File: config.mk
export PLATFORM = sky130hd
export DESIGN_NAME = core_sequencer
export DESIGN_NICKNAME = d
export VERILOG_FILES = /design/src/rtl/core_sequencer_pkg.sv /design/src/rtl/mem_wait_timer.sv /design/src/rtl/core_sequencer.sv
export SDC_FILE = /design/constraint.sdc
export NUM_CORES = 1
export LEC_CHECK = 0
export ABC_AREA = 1
export CAP_MARGIN = 20
export CORE_MARGIN = 2
export CORE_UTILIZATION = 31
export CTS_BUF_LIST = sky130_fd_sc_hd__clkbuf_16
export DETAILED_ROUTE_END_ITERATION = 6
export PLACE_DENSITY = 0.55
export SLEW_MARGIN = 15
export SYNTH_ARGS = -nofsm -noshare
export SYNTH_HDL_FRONTEND = slang
export SYNTH_SLANG_ARGS = --single-unit
File: constraint.sdc
create_clock -name clk -period 3 [get_ports clk]
set_input_delay 0.45 -clock clk [delete_from_list [all_inputs] [get_ports clk]]
set_output_delay 0.45 -clock clk [all_outputs]
set_load 0.01 [all_outputs]
File: src/rtl/core_sequencer_pkg.sv
// ---------------------------------------------------------------------------
// core_sequencer_pkg : shared ARK core definitions (ALU ops, sequencer states)
// Revision 1.0
// ---------------------------------------------------------------------------
`default_nettype none

package core_sequencer_pkg;

  localparam logic [3:0] ALU_ADD = 4'h0;
  localparam logic [3:0] ALU_SUB = 4'h1;
  localparam logic [3:0] ALU_AND = 4'h2;
  localparam logic [3:0] ALU_OR  = 4'h3;
  localparam logic [3:0] ALU_XOR = 4'h4;
  localparam logic [3:0] ALU_SLT = 4'h5;

  localparam int unsigned MEM_TIMEOUT_DEFAULT = 15;

  typedef enum logic [2:0] {
    IDLE   = 3'd0,
    FETCH  = 3'd1,
    DECODE = 3'd2,
    EXEC   = 3'd3,
    MEM    = 3'd4,
    WB     = 3'd5,
    HALT   = 3'd6,
    ERR    = 3'd7
  } seq_state_t;

  // Counter must hold the timeout value itself; never narrower than one bit.
  function automatic int unsigned timer_width(input int unsigned timeout);
    return (timeout < 2) ? 1 : $clog2(timeout + 1);
  endfunction

endpackage

`default_nettype wire

File: src/rtl/mem_wait_timer.sv
// ---------------------------------------------------------------------------
// mem_wait_timer : counts data-memory wait cycles, flags the timeout cycle
// Revision 1.0
// ---------------------------------------------------------------------------
`default_nettype none

module mem_wait_timer
  import core_sequencer_pkg::*;
#(
  parameter int unsigned MEM_TIMEOUT = MEM_TIMEOUT_DEFAULT
) (
  input  logic clk,
  input  logic rst_n,
  input  logic clr,
  input  logic en,
  output logic expired
);

  localparam int unsigned CW = timer_width(MEM_TIMEOUT);

  logic [CW-1:0] cnt_q;
  logic [CW-1:0] cnt_d;

  always_comb begin
    cnt_d = cnt_q;
    if (clr) begin
      cnt_d = '0;
    end else if (en) begin
      cnt_d = cnt_q + CW'(1);
    end
  end

  always_ff @(posedge clk or negedge rst_n) begin
    if (!rst_n) begin
      cnt_q <= '0;
    end else begin
      cnt_q <= cnt_d;
    end
  end

  generate
    if (MEM_TIMEOUT == 0) begin : g_no_timeout
      assign expired = 1'b0;
    end else begin : g_timeout
      // Count is 0 in the first wait cycle, so MEM_TIMEOUT-1 marks the last allowed one.
      assign expired = (cnt_q == CW'(MEM_TIMEOUT - 1));
    end
  endgenerate

endmodule

`default_nettype wire

File: src/rtl/core_sequencer.sv
// ---------------------------------------------------------------------------
// core_sequencer : multi-cycle fetch/decode/exec/mem/wb control for ARK core
// Revision 1.0
// ---------------------------------------------------------------------------
`default_nettype none

module core_sequencer
  import core_sequencer_pkg::*;
#(
  parameter int unsigned CNT_W       = 16,
  parameter int unsigned MEM_TIMEOUT = MEM_TIMEOUT_DEFAULT
) (
  input  logic             clk,
  input  logic             rst_n,
  input  logic             start,
  input  logic             dec_mem_read,
  input  logic             dec_mem_write,
  input  logic             dec_reg_write,
  input  logic             dec_branch,
  input  logic             dec_halt,
  input  logic             zero,
  input  logic             mem_ack,
  output logic             ir_load,
  output logic             pc_inc,
  output logic             pc_branch,
  output logic             mem_req,
  output logic             mem_we,
  output logic             rf_we,
  output logic             busy,
  output logic             halted,
  output logic             error,
  output logic [CNT_W-1:0] retired
);

  seq_state_t       state_q;
  seq_state_t       state_d;
  logic [CNT_W-1:0] retired_q;
  logic [CNT_W-1:0] retired_d;
  logic             retire;
  logic             timer_en;
  logic             timer_clr;
  logic             timer_expired;

  // Every non-branch, non-memory instruction writes the register file in WB,
  // so the decoder's reg-write flag carries no extra control information.
  logic unused_dec_reg_write;
  assign unused_dec_reg_write = dec_reg_write;

  always_comb begin
    state_d   = state_q;
    ir_load   = 1'b0;
    pc_inc    = 1'b0;
    pc_branch = 1'b0;
    mem_req   = 1'b0;
    mem_we    = 1'b0;
    rf_we     = 1'b0;
    retire    = 1'b0;
    timer_en  = 1'b0;
    case (state_q)
      IDLE: if (start) state_d = FETCH;
      FETCH: begin
        ir_load = 1'b1;
        state_d = DECODE;
      end
      DECODE: state_d = dec_halt ? HALT : EXEC;
      EXEC: begin
        if (dec_branch) begin
          pc_branch = zero;
          pc_inc    = !zero;
          retire    = 1'b1;
          state_d   = FETCH;
        end else if (dec_mem_read || dec_mem_write) begin
          state_d = MEM;
        end else begin
          state_d = WB;
        end
      end
      MEM: begin
        mem_req = 1'b1;
        mem_we  = dec_mem_write;
        // An ack in the expiry cycle still completes the access.
        if (mem_ack) begin
          if (dec_mem_write) begin
            pc_inc  = 1'b1;
            retire  = 1'b1;
            state_d = FETCH;
          end else begin
            state_d = WB;
          end
        end else if (timer_expired) begin
          state_d = ERR;
        end else begin
          timer_en = 1'b1;
        end
      end
      WB: begin
        rf_we   = 1'b1;
        pc_inc  = 1'b1;
        retire  = 1'b1;
        state_d = FETCH;
      end
      HALT:    state_d = HALT;
      ERR:     state_d = ERR;
      default: state_d = IDLE;
    endcase
  end

  always_comb begin
    retired_d = retired_q;
    if (retire && (retired_q != {CNT_W{1'b1}})) begin
      retired_d = retired_q + CNT_W'(1);
    end
  end

  always_ff @(posedge clk or negedge rst_n) begin
    if (!rst_n) begin
      state_q   <= IDLE;
      retired_q <= '0;
    end else begin
      state_q   <= state_d;
      retired_q <= retired_d;
    end
  end

  assign timer_clr = (state_q != MEM) || (state_d != MEM);

  mem_wait_timer #(
    .MEM_TIMEOUT (MEM_TIMEOUT)
  ) u_mem_wait_timer (
    .clk     (clk),
    .rst_n   (rst_n),
    .clr     (timer_clr),
    .en      (timer_en),
    .expired (timer_expired)
  );

  assign busy    = !((state_q == IDLE) || (state_q == HALT) || (state_q == ERR));
  assign halted  = (state_q == HALT);
  assign error   = (state_q == ERR);
  assign retired = retired_q;

endmodule

`default_nettype wire

## Word level (Yosys, flattened, before mapping)

Cells that the tools add are included.

| word-level totals | value |
|---|---|
| logic and storage cells | 50 |
| register bits | 23 |
| bits of input ports | 10 |
| output and inout port bits | 25 |

| operators by class | value |
|---|---|
| equality and inequality tests | 11 |
| $add $sub $neg | 2 |
| reduce and logical (&&, ||, !) cells | 9 |
| muxes and demuxes | 25 |

Operators with widths:

| operator | count |
|---|---|
| $pmux W3 S8 | 1 |
| $mux W3 | 6 |
| $add A16 B1 Y16 const B | 1 |
| $ne A16 B16 Y1 const B | 1 |
| $mux W1 | 14 |
| $eq A3 B3 Y1 const B | 4 |
| $mux W4 | 2 |
| $eq A3 B2 Y1 const B | 2 |
| $ne A3 B3 Y1 const B | 2 |
| $pmux W1 S3 | 2 |
| $add A4 B1 Y4 const B | 1 |
| $eq A4 B4 Y1 const B | 1 |
| $logic_or A1 B1 Y1 | 4 |
| $eq A3 B1 Y1 const B | 1 |
| $logic_not A3 Y1 | 1 |
| $logic_not A1 Y1 | 2 |
| $reduce_bool A2 Y1 | 1 |
| $logic_and A1 B1 Y1 | 1 |

## Depth between registers and ports, before layout

Gate-level depths: netlist of the first run.

| depth | value |
|---|---|
| depth in word-level cells | 7 |
| mapped depth | 10 |
| depth with buffers taken out | 8 |

## Modules after synthesis

Synthesis of the first run repeated with hierarchy kept, for this count alone.

| second synthesis, totals | value |
|---|---|
| cell total of the unflattened synthesis | 222 |
| area, all modules | 1,631.6 µm² |

Modules (own cells, without submodules):

| module | cells an instance | times used | area each (µm²) | sequential area each (µm²) |
|---|---|---|---|---|
| core_sequencer | 197 | 1 | 1,406.3 | 475.5 |
| mem_wait_timer | 25 | 1 | 225.2 | 100.1 |

## Worst setup path before layout of the first run

Ideal clock, no wire load.

| path | value |
|---|---|
| path type | reg-to-output |
| start | register state_q[0] |
| end | output mem_we |
| arrival | 1,288 ps |
| data required time | 2,550 ps |
| cell stages (with the launch flop) | 5 |
| path slack | 1,262 ps |
| path buffers | 1 |
| path through | dfrtp_1 > buf_2 > nor3_1 > inv_1 > nor2_1 |

| between the ends | value |
|---|---|
| longest elaborated chain between the ends | 2 |

RTL lines:

| what | RTL line | RTL |
|---|---|---|
| start, declared | core_sequencer.sv:35 | `seq_state_t state_q;` |
| start signal, assigned | core_sequencer.sv:120 | `state_q <= state_d;` |
| $eq A3 B3 Y1 | core_sequencer.sv:59 | `case (state_q)` |
| $mux W1 | core_sequencer.sv:59 |  |
| end, declared | core_sequencer.sv:27 | `output logic mem_we,` |

Every way passes these cells.

## Worst setup path in the final report of the first run

| path | value |
|---|---|
| start | register state_q[2] |
| end | output mem_we |

The elaborated chain is that of the path after synthesis.

==> results of run 1 <==
cell usage in the layout, fill, tap and decap left out, drive strengths merged, types with 2 or more instances in the layout:
cell type and instances:
nor3 4, dfrtp 23, xnor2 7, clkdlybuf4s50 33, nand2 95, o21ai 9
xor2 2, inv 21, nand3 9, nand4 5, clkbuf 3, o211ai 2
ha 3, nor2 26
power groups by stage:
stage	clock network (mW)	logic, mW	registers (mW)
CTS	0.296	0.0222	0.310
global route	0.308	0.0246	0.310
floorplan	0	0.00277	0.316
global placement	0	0.0224	0.316
detailed placement	0	0.0220	0.316
finish	0.285	0.0215	0.310
logic make-up (layout without fill, tap and decap cells):
kind of cell | after synthesis | in the layout
AO/OA/AOI/OAI | 13 | 13
flip-flops | 23 | 23
buffers and inverters | 26 | 59
AND/OR/NAND/NOR | 140 | 140
XOR/XNOR | 9 | 9
adder cells (fa/ha/maj) | 3 | 3
synthesized netlist by cell type:
| library cell | count | area, sq um |
|---|---|---|
| sky130_fd_sc_hd__nand2_1 | 89 | 334 |
| sky130_fd_sc_hd__nor2_1 | 24 | 90.1 |
| sky130_fd_sc_hd__dfrtp_1 | 23 | 576 |
| sky130_fd_sc_hd__inv_1 | 19 | 71.3 |
| sky130_fd_sc_hd__nand3_1 | 8 | 40.0 |
| sky130_fd_sc_hd__o21ai_0 | 8 | 40.0 |
| sky130_fd_sc_hd__xnor2_1 | 7 | 61.3 |
| sky130_fd_sc_hd__nand2_2 | 5 | 31.3 |
| sky130_fd_sc_hd__nand4_1 | 5 | 31.3 |
| sky130_fd_sc_hd__nor3_1 | 4 | 20.0 |
| sky130_fd_sc_hd__ha_1 | 3 | 37.5 |
| sky130_fd_sc_hd__buf_2 | 2 | 10.0 |
| sky130_fd_sc_hd__buf_6 | 2 | 22.5 |
| sky130_fd_sc_hd__o211ai_1 | 2 | 15.0 |
| sky130_fd_sc_hd__xor2_1 | 2 | 17.5 |
| sky130_fd_sc_hd__a21oi_1 | 1 | 5.00 |
| sky130_fd_sc_hd__buf_4 | 1 | 7.51 |
| sky130_fd_sc_hd__clkinv_1 | 1 | 3.75 |
| sky130_fd_sc_hd__inv_4 | 1 | 6.26 |
| sky130_fd_sc_hd__nand2_4 | 1 | 11.3 |
| sky130_fd_sc_hd__nand3_2 | 1 | 10.0 |
| sky130_fd_sc_hd__nor2_2 | 1 | 6.26 |
| sky130_fd_sc_hd__nor2_4 | 1 | 11.3 |
| sky130_fd_sc_hd__o2111ai_1 | 1 | 8.76 |
| sky130_fd_sc_hd__o21ai_4 | 1 | 16.3 |
| sky130_fd_sc_hd__or2_2 | 1 | 6.26 |
area by class of cell:
| cell class | count | area share, % |
|---|---|---|
| Clock buffer | 3 | 3.88 |
| Clock inverter | 1 | 0.194 |
| Inverter | 21 | 4.20 |
| Multi-Input combinational cell | 165 | 41.0 |
| Sequential cell | 23 | 29.8 |
| Tap cell | 54 | 3.49 |
| Timing Repair Buffer | 34 | 17.5 |
state kept, by name (all words and copies together), names as in the netlist:
name,count
retired,16
u_mem_wait_timer.cnt_q,4
state_q,3
per-stage QoR:
stage / setup slack, ns / power, mW
floorplan: 1.26 / 0.319
global placement: 0.696 / 0.338
detailed placement: 0.666 / 0.338
CTS: 0.473 / 0.628
global route: 0.316 / 0.643
finish: 0.507 / 0.617
worst reg2reg max path: cells and delay by family (launching register included):
kind / cells / cell delay [ns]
simple gates: 4 / 0.35
flops: 1 / 0.45
fa+ha+maj: 1 / 0.30
compound gates: 1 / 0.45
buf+inv: 2 / 0.32
worst max path at each step:
stage / from / end / slack (ns) / cells past startpoint
floorplan: state_q[0] / mem_we / 1.26 / 4
global placement: dec_branch / pc_inc / 0.70 / 4
detailed placement: dec_branch / pc_inc / 0.67 / 4
CTS: state_q[2] / mem_we / 0.47 / 5
global route: state_q[2] / mem_we / 0.32 / 5
finish: state_q[2] / mem_we / 0.51 / 5
layer usage:
layer	part of all wire (%)	vias to the layer above	routed length (um)	GRT usage, %
met2	43	18	1400	22.3
met1	53	609	1720	19.9
met4	1.1	0	35	3.03
met3	3.2	4	105	3.16
met5	0	-	0	0
li1	-	735	-	-
==> run_summary.xml, run 1 <==
<?xml version="1.0" encoding="UTF-8"?>
<metrics>
  <group name="power">
    <metric name="power_frac_clock" unit="%">46.2</metric>
    <metric name="internal_power" unit="mW">0.499</metric>
    <metric name="comb_power_share" unit="%">3.5</metric>
    <metric name="power.net_switching" unit="mW">0.117</metric>
    <metric name="pwr_density_cell" unit="mW/mm^2">319</metric>
    <metric name="flop_pwr_share" unit="%">50.3</metric>
    <metric name="switching_share" unit="%">19.0</metric>
    <metric name="leakagePower" unit="nW">0.882</metric>
    <metric name="irDropWorstVdd" unit="mV">0.178</metric>
  </group>
  <group name="cts">
    <metric name="clock_sink_count" unit="">23</metric>
    <metric name="hold_buffers" unit="">0</metric>
    <metric name="tritoncts.num_buffers" unit="">3</metric>
    <metric name="cts-root-buf" unit="">sky130_fd_sc_hd__clkbuf_16</metric>
    <metric name="clock_tree.htree_level_count" unit="">1</metric>
    <metric name="post-cts-setup-buffer-count" unit="">0</metric>
    <metric name="worstSkewPairLatency" unit="ns">0.25</metric>
    <metric name="clock_tree.buffer_depth" unit="">2</metric>
    <metric name="cts_tree" unit="">yes</metric>
    <metric name="cts.clk_slew.worst_paths" unit="ns">0.06</metric>
    <metric name="cts_resized" unit="">0</metric>
  </group>
  <group name="critical_path">
    <metric name="critical_path.cell_chain" unit="">inv_1 -&gt; nor3_1 -&gt; inv_1 -&gt; nor2_1 -&gt; clkdlybuf4s50_1</metric>
    <metric name="arrival" unit="ns">2.04</metric>
    <metric name="worst_ep_required_time" unit="ns">2.55</metric>
    <metric name="cp_startpoint_kind" unit="">flip-flop</metric>
    <metric name="cp_max_fo" unit="">9</metric>
    <metric name="critPathCaptureType" unit="">output port</metric>
    <metric name="timing.critical_path.mode_cell" unit="">sky130_fd_sc_hd__inv_1</metric>
    <metric name="r2r.worst_path.cells" unit="">8</metric>
    <metric name="critical-path-top-delay-family" unit="">buffers and inverters</metric>
    <metric name="critPathKind" unit="">flip-flop to output port</metric>
    <metric name="endpoint_of_the_lowest_slack_register_to_register_path" unit="">retired[15]</metric>
    <metric name="r2r_setup_slack" unit="ns">1.02</metric>
    <metric name="cp_bufs_invs" unit="">3</metric>
    <metric name="critical_path.slowest_cell" unit="">sky130_fd_sc_hd__clkdlybuf4s50_1</metric>
    <metric name="regToRegStartpoint" unit="">retired[0]</metric>
    <metric name="cp_slowest_stage_delay" unit="ns">0.54</metric>
  </group>
  <group name="hold_path">
    <metric name="timing.hold.worst.class" unit="">flip-flop to flip-flop</metric>
    <metric name="worst_hold_path.num_cells" unit="">1</metric>
    <metric name="min_to" unit="">u_mem_wait_timer.cnt_q[0]</metric>
    <metric name="launch_instance_of_the_worst_min_delay_path" unit="">u_mem_wait_timer.cnt_q[0]</metric>
  </group>
  <group name="drt">
    <metric name="detail-route-antenna-nets" unit="">0</metric>
    <metric name="post_drt_wl_per_cell" unit="um">10.8</metric>
    <metric name="routed_wl" unit="mm">3.26</metric>
    <metric name="vias" unit="">1366</metric>
    <metric name="detail_route.vias_per_cell" unit="">4.54</metric>
    <metric name="drt-initial-drc-count" unit="">66</metric>
    <metric name="drc" unit="">0</metric>
    <metric name="dr.pass1.iters" unit="">4</metric>
  </group>
  <group name="die">
    <metric name="design.die.area" unit="sq mm">0.00538</metric>
    <metric name="core.rowCount" unit="">25</metric>
    <metric name="dieHeight" unit="um">73.3</metric>
    <metric name="effective_utilization_at_floorplan" unit="%">31.8</metric>
    <metric name="top_level_ports" unit="">35</metric>
    <metric name="floorplan.die.width" unit="um">73.3</metric>
    <metric name="design.core.area" unit="sq mm">0.00469</metric>
  </group>
  <group name="final_layout">
    <metric name="finalInstanceArea" unit="sq mm">0.00193</metric>
    <metric name="fillerInstances" unit="">516</metric>
    <metric name="multi_input_comb_area" unit="sq um">793</metric>
    <metric name="num-nets-final" unit="">261</metric>
    <metric name="finalCoreUtilization" unit="%">41.2</metric>
    <metric name="area_growth" unit="%">29.8</metric>
    <metric name="drive_gt1_share" unit="%">6.48</metric>
    <metric name="layout.cells.non_filler" unit="">301</metric>
    <metric name="insertedDiodeCount" unit="">0</metric>
    <metric name="seq_area" unit="sq um">576</metric>
  </group>
  <group name="placement">
    <metric name="dp.final_hpwl" unit="mm">2.46</metric>
    <metric name="io_buffers" unit="">33</metric>
    <metric name="placed_cell_area" unit="sq mm">0.00186</metric>
    <metric name="placed_cells" unit="">297</metric>
    <metric name="place_congestion" unit="">0.766</metric>
  </group>
  <group name="timing">
    <metric name="period_share" unit="%">83.1</metric>
    <metric name="unrepaired_setup_endpoints_after_global_routing" unit="">false</metric>
    <metric name="max_clock_freq" unit="MHz">401</metric>
    <metric name="finalClockSkew" unit="ns">0.00258</metric>
    <metric name="final-hold-violation-count" unit="">0</metric>
    <metric name="finalSetupViolCount" unit="">0</metric>
    <metric name="timing.final.max_slew_violations" unit="">0</metric>
    <metric name="worstMarginPinSlew" unit="ns">0.530</metric>
    <metric name="final_period_minus_worst_setup_slack" unit="ns">2.49</metric>
    <metric name="fin_setup_tns" unit="ns">0</metric>
    <metric name="holdWs" unit="ns">0.490</metric>
    <metric name="slew-limit-headroom" unit="%">64.4</metric>
  </group>
  <group name="synth">
    <metric name="ys_seq_elements" unit="">23</metric>
    <metric name="synth-seq-area-share" unit="%">38.6</metric>
    <metric name="mappedNetlistArea" unit="sq mm">0.00149</metric>
    <metric name="synth-adder-area-share" unit="%">2.52</metric>
    <metric name="netlist-cell-type-count" unit="">26</metric>
    <metric name="mux_contribution_to_synthesized_area" unit="%">0</metric>
    <metric name="synthSimpleGateAreaFrac" unit="%">39.7</metric>
    <metric name="mean_area_per_synthesized_cell" unit="sq um">6.96</metric>
    <metric name="syn-num-nets" unit="">227</metric>
    <metric name="synth.yosys.warnings" unit="">0</metric>
    <metric name="synth_compound_gate_area_share" unit="%">5.71</metric>
    <metric name="synth_top_family_by_area" unit="">simple AND/OR/NAND/NOR gates</metric>
    <metric name="synth_cells" unit="">214</metric>
    <metric name="synthXorXnorAreaFrac" unit="%">5.29</metric>
  </group>
  <group name="global_route">
    <metric name="grt_antenna_before_repair" unit="">0</metric>
    <metric name="grt.total_usage" unit="%">14.1</metric>
    <metric name="grt_remaining_overflow" unit="">0</metric>
    <metric name="first_global_vias" unit="">1318</metric>
    <metric name="grt_pass1_wl" unit="mm">5.98</metric>
    <metric name="grt_max_degree" unit="">24</metric>
  </group>
  <group name="flow_run">
    <metric name="drv.max_cap_violation_count" unit="">0</metric>
  </group>
  <group name="outcome">
    <metric name="run_status" unit="">finished, final reports clean</metric>
  </group>
</metrics>
Note: power is estimated with default switching activity, not from simulation.
==> inputs of run 2 (changes only) <==
PLACE_DENSITY = 0.57   (was 0.55)
clock period = 2.15 ns   (was 3 ns; I/O delays follow)
==> run_summary.xml, run 2 (synthesized netlist as in run 1, its figures left out) <==
<?xml version="1.0" encoding="UTF-8"?>
<metrics>
  <group name="drt">
    <metric name="dr_wl_met3" unit="um">95</metric>
    <metric name="met2_wirelength" unit="mm">1.45</metric>
    <metric name="post_drt_wl_per_cell" unit="um">10.8</metric>
    <metric name="drt-initial-drc-count" unit="">57</metric>
    <metric name="routedLengthMet1" unit="mm">1.71</metric>
    <metric name="routed_wl" unit="mm">3.30</metric>
    <metric name="dr.pass1.iters" unit="">4</metric>
    <metric name="vias" unit="">1397</metric>
    <metric name="dr.max_layer_used" unit="">met4</metric>
    <metric name="detail_route.vias_per_cell" unit="">4.60</metric>
    <metric name="detail-route-antenna-nets" unit="">0</metric>
    <metric name="drc" unit="">0</metric>
  </group>
  <group name="cts">
    <metric name="cts_resized" unit="">0</metric>
    <metric name="cts-root-buf" unit="">sky130_fd_sc_hd__clkbuf_16</metric>
    <metric name="clock_tree.htree_level_count" unit="">1</metric>
    <metric name="cts.clk_slew.worst_paths" unit="ns">0.06</metric>
    <metric name="clock_tree.buffer_depth" unit="">2</metric>
    <metric name="tritoncts.num_buffers" unit="">3</metric>
    <metric name="worstSkewPairLatency" unit="ns">0.26</metric>
    <metric name="cts_tree" unit="">yes</metric>
    <metric name="hold_buffers" unit="">0</metric>
    <metric name="post-cts-setup-buffer-count" unit="">0</metric>
    <metric name="clock_sink_count" unit="">23</metric>
  </group>
  <group name="power">
    <metric name="total_power" unit="mW">0.869</metric>
    <metric name="irDropWorstVdd" unit="mV">0.235</metric>
    <metric name="power_frac_clock" unit="%">46.7</metric>
    <metric name="flop_pwr_share" unit="%">49.8</metric>
    <metric name="pwr_density_cell" unit="mW/mm^2">442</metric>
    <metric name="comb_power_share" unit="%">3.4</metric>
    <metric name="internal_power" unit="mW">0.699</metric>
    <metric name="switching_share" unit="%">19.6</metric>
    <metric name="power.net_switching" unit="mW">0.170</metric>
    <metric name="leakagePower" unit="nW">0.894</metric>
  </group>
  <group name="timing">
    <metric name="finalSetupViolCount" unit="">0</metric>
    <metric name="holdWs" unit="ns">0.418</metric>
    <metric name="max_clock_freq" unit="MHz">495</metric>
    <metric name="final-hold-violation-count" unit="">0</metric>
    <metric name="slew-limit-headroom" unit="%">77.2</metric>
    <metric name="layout_setup_ws" unit="ns">0.130</metric>
    <metric name="period_share" unit="%">94.0</metric>
    <metric name="timing.final.max_slew_violations" unit="">0</metric>
    <metric name="unrepaired_setup_endpoints_after_global_routing" unit="">false</metric>
    <metric name="final_period_minus_worst_setup_slack" unit="ns">2.02</metric>
    <metric name="fin_setup_tns" unit="ns">0</metric>
    <metric name="finalClockSkew" unit="ns">0.00203</metric>
    <metric name="worstMarginPinSlew" unit="ns">0.341</metric>
  </group>
  <group name="die">
    <metric name="design.core.area" unit="sq mm">0.00469</metric>
    <metric name="top_level_ports" unit="">35</metric>
    <metric name="design.die.area" unit="sq mm">0.00538</metric>
    <metric name="effective_utilization_at_floorplan" unit="%">31.8</metric>
    <metric name="dieHeight" unit="um">73.3</metric>
    <metric name="floorplan.die.width" unit="um">73.3</metric>
    <metric name="core.rowCount" unit="">25</metric>
  </group>
  <group name="critical_path">
    <metric name="cp_max_fo" unit="">3</metric>
    <metric name="arrival" unit="ns">1.70</metric>
    <metric name="critPathKind" unit="">primary input to output port</metric>
    <metric name="cp_startpoint_kind" unit="">primary input</metric>
    <metric name="worst_ep_required_time" unit="ns">1.83</metric>
    <metric name="critPathCaptureType" unit="">output port</metric>
  </group>
  <group name="global_route">
    <metric name="grt_remaining_overflow" unit="">0</metric>
    <metric name="grt_antenna_before_repair" unit="">0</metric>
    <metric name="grt.total_usage" unit="%">13.5</metric>
    <metric name="grt_pass1_wl" unit="mm">5.68</metric>
    <metric name="grt_max_degree" unit="">24</metric>
    <metric name="first_global_vias" unit="">1315</metric>
  </group>
  <group name="final_layout">
    <metric name="mostFrequentLayoutCells" unit="">sky130_fd_sc_hd__nand2_1 (89), sky130_fd_sc_hd__clkdlybuf4s50_1 (33), sky130_fd_sc_hd__nor2_1 (24)</metric>
    <metric name="largest_register_ffs" unit="">16</metric>
    <metric name="mostFrequentLayoutCell" unit="">sky130_fd_sc_hd__nand2_1</metric>
    <metric name="layout.cells.non_filler" unit="">304</metric>
    <metric name="area_growth" unit="%">31.9</metric>
    <metric name="num-nets-final" unit="">264</metric>
    <metric name="finalInstanceArea" unit="sq mm">0.00197</metric>
    <metric name="drive_gt1_share" unit="%">9.20</metric>
    <metric name="insertedDiodeCount" unit="">0</metric>
    <metric name="finalCoreUtilization" unit="%">41.9</metric>
  </group>
  <group name="outcome">
    <metric name="run_status" unit="">finished, final reports clean</metric>
  </group>
  <group name="placement">
    <metric name="dp_worst_setup_slack" unit="ns">0.121</metric>
    <metric name="placed_cell_area" unit="sq mm">0.00188</metric>
    <metric name="place_congestion" unit="">0.778</metric>
    <metric name="io_buffers" unit="">33</metric>
    <metric name="dp.final_hpwl" unit="mm">2.43</metric>
    <metric name="placed_cells" unit="">300</metric>
  </group>
  <group name="flow_run">
    <metric name="drv.max_cap_violation_count" unit="">0</metric>
  </group>
  <group name="hold_path">
    <metric name="timing.hold.worst.class" unit="">primary input to async pin</metric>
  </group>
</metrics>
[run 2: cell count changes in the layout (fill, tap and decap cells not counted), sizes merged]
cell,previous run,this run
inv,21,20
buf,1,4
clkinv,1,2
[run 2: final timing paths]
path | from | end | slack, ns | cells after the start
setup / recovery | dec_branch | pc_inc | 0.13 | 4
hold / removal | rst_n | retired[13] | 0.42 | 2
setup reg to reg | retired[0] | retired[2] | 0.46 | 7
hold reg to reg | u_mem_wait_timer.cnt_q[0] | u_mem_wait_timer.cnt_q[0] | 0.49 | 1
max in group asynchronous | rst_n | state_q[2] | 1.48 | 2
min in group clk | u_mem_wait_timer.cnt_q[0] | u_mem_wait_timer.cnt_q[0] | 0.49 | 1
[run 2: worst max-delay path, stage by stage]
cell and delay [ns]:
sky130_fd_sc_hd__clkdlybuf4s50_1 0.51, sky130_fd_sc_hd__nand4_1 0.13, sky130_fd_sc_hd__o21ai_0 0.18, sky130_fd_sc_hd__clkdlybuf4s50_1 0.56
[run 2: power by group through the flow]
stage	Combinational [mW]	Sequential [mW]	Clock (mW)
2_1_floorplan	0.00387	0.441	0
3_3_place_gp	0.0308	0.441	0
3_5_place_dp	0.0312	0.441	0
4_1_cts	0.0313	0.433	0.417
5_1_grt	0.0337	0.432	0.432
6_report	0.0299	0.433	0.406
[run 2: final cells by class]
cell class / instances / area (sq um)
Clock buffer: 3 / 75.1
Clock inverter: 1 / 5.00
Fill cell: 497 / 2730
Inverter: 21 / 81.3
Multi-Input combinational cell: 165 / 798
Sequential cell: 23 / 578
Tap cell: 54 / 67.6
Timing Repair Buffer: 37 / 360
[run 2: metal layers]
layer	vias up	track usage, %
li1	742	-
met1	633	18.7
met2	18	21.2
met3	4	2.19
met4	0	4.85
met5	-	0
